`config.mk`:
```
export PLATFORM = sky130hd
export DESIGN_NAME = oszto_radix2
export DESIGN_NICKNAME = d
export VERILOG_FILES = /design/src/rtl/oszto_pkg.sv /design/src/rtl/oszto_lepes.sv /design/src/rtl/oszto_radix2.sv
export SDC_FILE = /design/constraint.sdc
export NUM_CORES = 1
export LEC_CHECK = 0
export CAP_MARGIN = 10
export CORE_MARGIN = 2
export CORE_UTILIZATION = 34
export DETAILED_ROUTE_END_ITERATION = 10
export SYNTH_ARGS = -nofsm -noshare
export SYNTH_HDL_FRONTEND = slang
export SYNTH_SLANG_ARGS = --single-unit
```
`constraint.sdc`:
```
create_clock -name clk -period 2.2 [get_ports clk]
set_input_delay 0.44 -clock clk [delete_from_list [all_inputs] [get_ports clk]]
set_output_delay 0.44 -clock clk [all_outputs]
set_load 0.05 [all_outputs]
```
`src/rtl/oszto_pkg.sv`:
```
// oszto_pkg
// Shared definitions for the restoring divider: FSM state encoding and the
// width helper for the CALC bit counter.
package oszto_pkg;

  typedef enum logic [2:0] {
    IDLE = 3'd0,
    PREP = 3'd1,
    CALC = 3'd2,
    FIX  = 3'd3,
    KESZ = 3'd4
  } state_t;

  // Counter must hold BITS-1; never narrower than one bit.
  function automatic int cnt_width(input int bits);
    return (bits < 2) ? 1 : $clog2(bits);
  endfunction

endpackage

```
`src/rtl/oszto_lepes.sv`:
```
// oszto_lepes
// One combinational restoring-division step: shift {rem, quo} left by one,
// trial-subtract the divisor, keep or restore, and shift in the quotient bit.
// Ports:
//   i_rem  [BITS-1:0]  partial remainder before the step (always < i_dvsr)
//   i_quo  [BITS-1:0]  quotient shift register before the step
//   i_dvsr [BITS-1:0]  divisor magnitude (non-zero)
//   o_rem  [BITS-1:0]  partial remainder after the step
//   o_quo  [BITS-1:0]  quotient shift register after the step
module oszto_lepes #(
  parameter int BITS = 8
) (
  input  logic [BITS-1:0] i_rem,
  input  logic [BITS-1:0] i_quo,
  input  logic [BITS-1:0] i_dvsr,
  output logic [BITS-1:0] o_rem,
  output logic [BITS-1:0] o_quo
);

  logic [BITS:0] w_shift;
  logic [BITS:0] w_diff;
  logic          w_ok;

  assign w_shift = {i_rem, i_quo[BITS-1]};
  assign w_diff  = w_shift - {1'b0, i_dvsr};

  // If the shifted remainder overflowed into bit BITS it is certainly larger
  // than any BITS-bit divisor; otherwise the top bit of the difference is
  // its sign.
  assign w_ok = w_shift[BITS] | ~w_diff[BITS];

  // On restore the shifted value is below the divisor, so it fits BITS bits.
  assign o_rem = w_ok ? w_diff[BITS-1:0] : w_shift[BITS-1:0];
  assign o_quo = {i_quo[BITS-2:0], w_ok};

endmodule

```
`src/rtl/oszto_radix2.sv`:
```
// oszto_radix2
// Sequential restoring integer divider, one quotient bit per clock, fixed
// latency. Optional two's-complement mode truncating toward zero.
// Ports:
//   clk       clock, rising edge
//   rst       asynchronous active-low reset
//   start     request a division (sampled in IDLE or KESZ)
//   a, b      dividend / divisor, captured on the accepting edge
//   hanyados  quotient (registered)
//   maradek   remainder (registered)
//   hiba      divide-by-zero flag, valid while ready
//   ovf       signed overflow flag (most-negative / -1), valid while ready
//   ready     result valid (KESZ)
//   busy      operation in progress (PREP, CALC, FIX)
//
// state | meaning
// IDLE  | waiting for start after reset
// PREP  | take magnitudes, record signs, load shift registers
// CALC  | BITS shift/subtract iterations
// FIX   | apply signs, flag overflow, load result registers
// KESZ  | result valid; start here begins the next division
module oszto_radix2
  import oszto_pkg::*;
#(
  parameter int BITS   = 8,
  parameter int SIGNED = 0
) (
  input  logic            clk,
  input  logic            rst,
  input  logic            start,
  input  logic [BITS-1:0] a,
  input  logic [BITS-1:0] b,
  output logic [BITS-1:0] hanyados,
  output logic [BITS-1:0] maradek,
  output logic            hiba,
  output logic            ovf,
  output logic            ready,
  output logic            busy
);

  localparam int              CW       = cnt_width(BITS);
  localparam logic [CW-1:0]   CNT_LAST = CW'(BITS - 1);
  localparam logic [BITS-1:0] MOST_NEG = {1'b1, {(BITS-1){1'b0}}};
  localparam bit              SGN      = (SIGNED != 0);

  state_t          r_state;
  state_t          w_state_nxt;

  logic [BITS-1:0] r_a;
  logic [BITS-1:0] r_b;
  logic [BITS-1:0] r_rem;
  logic [BITS-1:0] r_q;
  logic [BITS-1:0] r_dvsr;
  logic [CW-1:0]   r_cnt;
  logic            r_neg_q;
  logic            r_neg_r;
  logic [BITS-1:0] r_hanyados;
  logic [BITS-1:0] r_maradek;
  logic            r_hiba;
  logic            r_ovf;

  logic            w_b_zero;
  logic [BITS-1:0] w_mag_a;
  logic [BITS-1:0] w_mag_b;
  logic [BITS-1:0] w_step_rem;
  logic [BITS-1:0] w_step_quo;
  logic            w_ovf;

  assign w_b_zero = (b == '0);

  // In signed mode the most negative value negates to itself, which read as
  // unsigned is exactly 2^(BITS-1), the magnitude we want.
  assign w_mag_a = (SGN && r_a[BITS-1]) ? (~r_a + 1'b1) : r_a;
  assign w_mag_b = (SGN && r_b[BITS-1]) ? (~r_b + 1'b1) : r_b;

  assign w_ovf = SGN && (r_a == MOST_NEG) && (r_b == '1);

  oszto_lepes #(
    .BITS (BITS)
  ) u_lepes (
    .i_rem  (r_rem),
    .i_quo  (r_q),
    .i_dvsr (r_dvsr),
    .o_rem  (w_step_rem),
    .o_quo  (w_step_quo)
  );

  always_ff @(posedge clk or negedge rst) begin
    if (!rst) begin
      r_state <= IDLE;
    end else begin
      r_state <= w_state_nxt;
    end
  end

  always_comb begin
    w_state_nxt = r_state;
    case (r_state)
      IDLE, KESZ: begin
        if (start) begin
          w_state_nxt = w_b_zero ? KESZ : PREP;
        end
      end
      PREP: w_state_nxt = CALC;
      CALC: begin
        if (r_cnt == '0) begin
          w_state_nxt = FIX;
        end
      end
      FIX:     w_state_nxt = KESZ;
      default: w_state_nxt = IDLE;
    endcase
  end

  always_ff @(posedge clk or negedge rst) begin
    if (!rst) begin
      r_a        <= '0;
      r_b        <= '0;
      r_rem      <= '0;
      r_q        <= '0;
      r_dvsr     <= '0;
      r_cnt      <= '0;
      r_neg_q    <= 1'b0;
      r_neg_r    <= 1'b0;
      r_hanyados <= '0;
      r_maradek  <= '0;
      r_hiba     <= 1'b0;
      r_ovf      <= 1'b0;
    end else begin
      case (r_state)
        IDLE, KESZ: begin
          if (start) begin
            if (w_b_zero) begin
              r_hanyados <= '1;
              r_maradek  <= a;
              r_hiba     <= 1'b1;
              r_ovf      <= 1'b0;
            end else begin
              r_a    <= a;
              r_b    <= b;
              r_hiba <= 1'b0;
              r_ovf  <= 1'b0;
            end
          end
        end
        PREP: begin
          r_neg_r <= SGN && r_a[BITS-1];
          r_neg_q <= SGN && (r_a[BITS-1] ^ r_b[BITS-1]);
          r_dvsr  <= w_mag_b;
          r_q     <= w_mag_a;
          r_rem   <= '0;
          r_cnt   <= CNT_LAST;
        end
        CALC: begin
          r_rem <= w_step_rem;
          r_q   <= w_step_quo;
          if (r_cnt != '0) begin
            r_cnt <= r_cnt - 1'b1;
          end
        end
        FIX: begin
          // Overflow case needs no special handling: |MIN|/1 = 2^(BITS-1)
          // with a positive quotient sign already reads as MIN, remainder 0.
          r_hanyados <= r_neg_q ? (~r_q + 1'b1) : r_q;
          r_maradek  <= r_neg_r ? (~r_rem + 1'b1) : r_rem;
          r_ovf      <= w_ovf;
        end
        default: begin
        end
      endcase
    end
  end

  assign hanyados = r_hanyados;
  assign maradek  = r_maradek;
  assign hiba     = r_hiba;
  assign ovf      = r_ovf;
  assign ready    = (r_state == KESZ);
  assign busy     = (r_state == PREP) || (r_state == CALC) || (r_state == FIX);

endmodule

```
==> flow_metrics.env <==
export IMPL_ys_flop_type="dfrtp_1"
export IMPL_overflow=0
export IMPL_finalPower_mw=6.82
export IMPL_crit_arrival_ns=2.31
export IMPL_cp_required_ns=2.41
export IMPL_finalHoldViolations=0
export IMPL_fp_dieW_microns=101
export IMPL_end_kind="flop"
export IMPL_start_util_pct=34.7
export IMPL_power_density_nw_per_um2=1710
export IMPL_track_usage_pct=14.6
export IMPL_finClkSkew_ns=0.00987
export IMPL_cts_sink_count=63
export IMPL_async_reset_ff_share_pct=100
export IMPL_finalSetupViolCount=0
export IMPL_register_area_sq_um=1580
export IMPL_route_detailed_drc=0
export IMPL_ys_types=51
export IMPL_crit_fanout=8
export IMPL_ys_warn_count=0
export IMPL_utilization_pct=43.7
export IMPL_clkTransAtPathRegs_ns=0.08
export IMPL_grt_pass1_vias=2240
export IMPL_synth_cells=269
export IMPL_slew_headroom_pct=65.6
export IMPL_ys_ff_latch=63
export IMPL_tightest_slew_ns=0.515
export IMPL_fillCellCount=859
export IMPL_cts_tree="done"
export IMPL_syn_nets=299
export IMPL_finalCriticalPeriod_ns=2.11
export IMPL_dp_cells=420
export IMPL_max_stage_delay_ns=0.39
export IMPL_synth_area_per_cell_sq_um=11.8
export IMPL_path_class="reg2reg"
export IMPL_area_delta_synth_final_pct=25.8
export IMPL_num_rows=35
export IMPL_hold_path_class="in2async"
export IMPL_numPortBuffers=37
export IMPL_viasPerCell=4.98
export IMPL_place_congestion=0.887
export IMPL_cp_slowest_cell="dfrtp_1"
export IMPL_drtIter0Drc=69
export IMPL_stdcell_count=437
export IMPL_slew_viol_final=0
export IMPL_pin_count=39
export IMPL_htreeDepth=3
export IMPL_clkLatencyLatePin_ns=0.34
export IMPL_fmax_ghz=0.475
export IMPL_grt_first_pass_wirelength_mm=11.3
export IMPL_numCtsBuffers=9
export IMPL_ant_nets=0
export IMPL_final_nets=351
export IMPL_cts_root_buf="clkbuf_8"
export IMPL_crit_chain="inv_1 -> ha_1 -> inv_1 -> fa_2 -> a21oi_2 -> o21bai_1 -> a21oi_2 -> buf_6 -> mux2i_1 -> o21ai_0"
export IMPL_die_y_microns=101
export IMPL_ys_seq_area_share_pct=49.6
export IMPL_grt_max_degree=64
export IMPL_cts_buffer_depth=2
export IMPL_status="complete, no violations"
export IMPL_crit_path_start_kind="flop"
export IMPL_wl_mm=6.74
export IMPL_leakagePower_nw=1.73
export IMPL_cp_top_family="compound AO/OA/AOI/OAI gates"
export IMPL_drive_gt1_share_pct=27.3
export IMPL_drtPass1Iterations=4
export IMPL_die_area_sq_um=10100
export IMPL_antennaDiodeCount=0
export IMPL_cp_num_buf_inv=3
export IMPL_core_area_sq_um=9150
export IMPL_max_cap_violations=0
export IMPL_dp_hpwl_mm=4.89
export IMPL_syn_area_sq_um=3180
export IMPL_multi_input_area_sq_um=1450
export IMPL_vdd_drop_max_mv=0.560
export IMPL_min_period_over_period_pct=95.7
export IMPL_vias=2178
export IMPL_routedWlPerCell_microns=15.4
export IMPL_synth_edff_count=0
export IMPL_cts_hold_buffers=0
export IMPL_antenna_found_initial=0
## cells in the final DEF, fill, tap and decap left out, drive strengths merged, types with 2 or more instances in the layout
cell type | synthesis | layout
a32oi | 3 | 3
o21bai | 2 | 2
bufinv | 0 | 2
clkdlybuf4s50 | 0 | 34
buf | 11 | 20
clkinv | 0 | 2
nand3 | 3 | 3
xor2 | 4 | 4
mux2i | 12 | 12
clkbuf | 2 | 10
a21oi | 16 | 16
nor4 | 2 | 2
nand2 | 16 | 16
o22a | 8 | 8
inv | 16 | 18
ha | 10 | 10
nor2 | 20 | 20
nand2b | 2 | 2
mux2 | 32 | 32
o21ai | 20 | 20
a211oi | 3 | 3
dfrtp | 63 | 63
nor3 | 3 | 3
nor2b | 2 | 2
## routing by layer
layer,wire (microns),vias up,track usage (%)
li1,-,1065,-
met1,3220,1076,19.8
met2,3240,30,22.6
met3,175,7,3.61
met4,93,0,5.37
met5,0,-,0
## area by class of cell
cell class / instances / area share (%)
clock inverters: 6 / 2.28
inverters: 16 / 1.56
multi-input cells: 177 / 36.2
clock buffers: 10 / 3.44
well taps: 111 / 3.47
repair buffers: 54 / 13.6
flip-flops and latches: 63 / 39.4
## Yosys cell counts, types with 2 or more instances
master,n,share of area (%)
a211oi_1,3,0.71
a21oi_1,16,2.5
a32oi_1,3,0.83
buf_2,5,0.79
buf_4,2,0.47
buf_6,3,1.1
dfrtp_1,63,50
ha_1,10,3.9
inv_1,15,1.8
mux2_2,22,7.8
mux2_4,10,4.7
mux2i_1,12,3.8
nand2_1,15,1.8
nand2b_1,2,0.39
nand3_1,3,0.47
nor2_1,16,1.9
nor2_4,2,0.71
nor2b_1,2,0.39
nor3_1,2,0.31
nor4_1,2,0.39
o21ai_0,20,3.1
o21bai_1,2,0.47
o22a_2,8,2.5
xor2_1,4,1.1
## timing repair
action / 4_1_cts / 5_1_grt
pin swaps: 0 / 1
gates resized for setup: 1 / 4
buffers inserted: 1 / 0
endpoints found under the setup margin: 3 / 9
## sequential cells by signal, indices dropped and copies added (netlist names)
| name | count |
|---|---|
| hanyados | 8 |
| hiba | 1 |
| maradek | 8 |
| r_a | 8 |
| r_b | 8 |
| r_cnt | 3 |
| r_dvsr | 8 |
| r_q | 8 |
| r_rem | 8 |
| r_state | 3 |
## metrics by stage
stage / TNS (ns) / cell area [sq um] / hold WS [ns] / setup slack, ns
after floorplan: 0 / 3180 / 0.144 / 0.164
after global placement: -0.350 / 3750 / 0.463 / -0.0484
after detailed placement: -0.790 / 3750 / 0.470 / -0.0740
after CTS: 0 / 3990 / 0.101 / 0.0152
after global routing: -0.00763 / 4000 / 0.106 / -0.00763
final: 0 / 4000 / 0.0836 / 0.0947
## cell families (layout without fill, tap and decap cells)
logic type               Yosys count  in the layout  synth area share, %
flip-flops                        63             63                 49.6
multiplexers                      44             44                 16.3
buffers and inverters             29             86                 5.31
adder cells (fa/ha/maj)           11             11                 4.57
AO/OA/AOI/OAI                     61             61                 12.8
XOR/XNOR                           5              5                 1.38
AND/OR/NAND/NOR                   55             55                 9.92
other                              1              1                0.118
## path summary, 6_finish.rpt
kind | start | to | slack, ns | depth (start not counted)
max | r_q[7] | r_rem[2] | 0.09 | 10
min | rst | maradek[3] | 0.08 | 2
max reg2reg | r_q[7] | r_rem[2] | 0.09 | 10
min reg2reg | r_cnt[0] | r_cnt[0] | 0.47 | 1
max in group asynchronous | rst | r_b[1] | 1.82 | 2
min in group clk | r_cnt[0] | r_cnt[0] | 0.47 | 1
## power by group
group | leakage, nW | total (mW) | internal [mW] | switching, mW
sequential | 0.750 | 2.12 | 1.71 | 0.406
clock | 0.117 | 1.15 | 0.677 | 0.475
combinational | 0.860 | 3.55 | 1.61 | 1.94
Power figures use the tool's default switching activity.
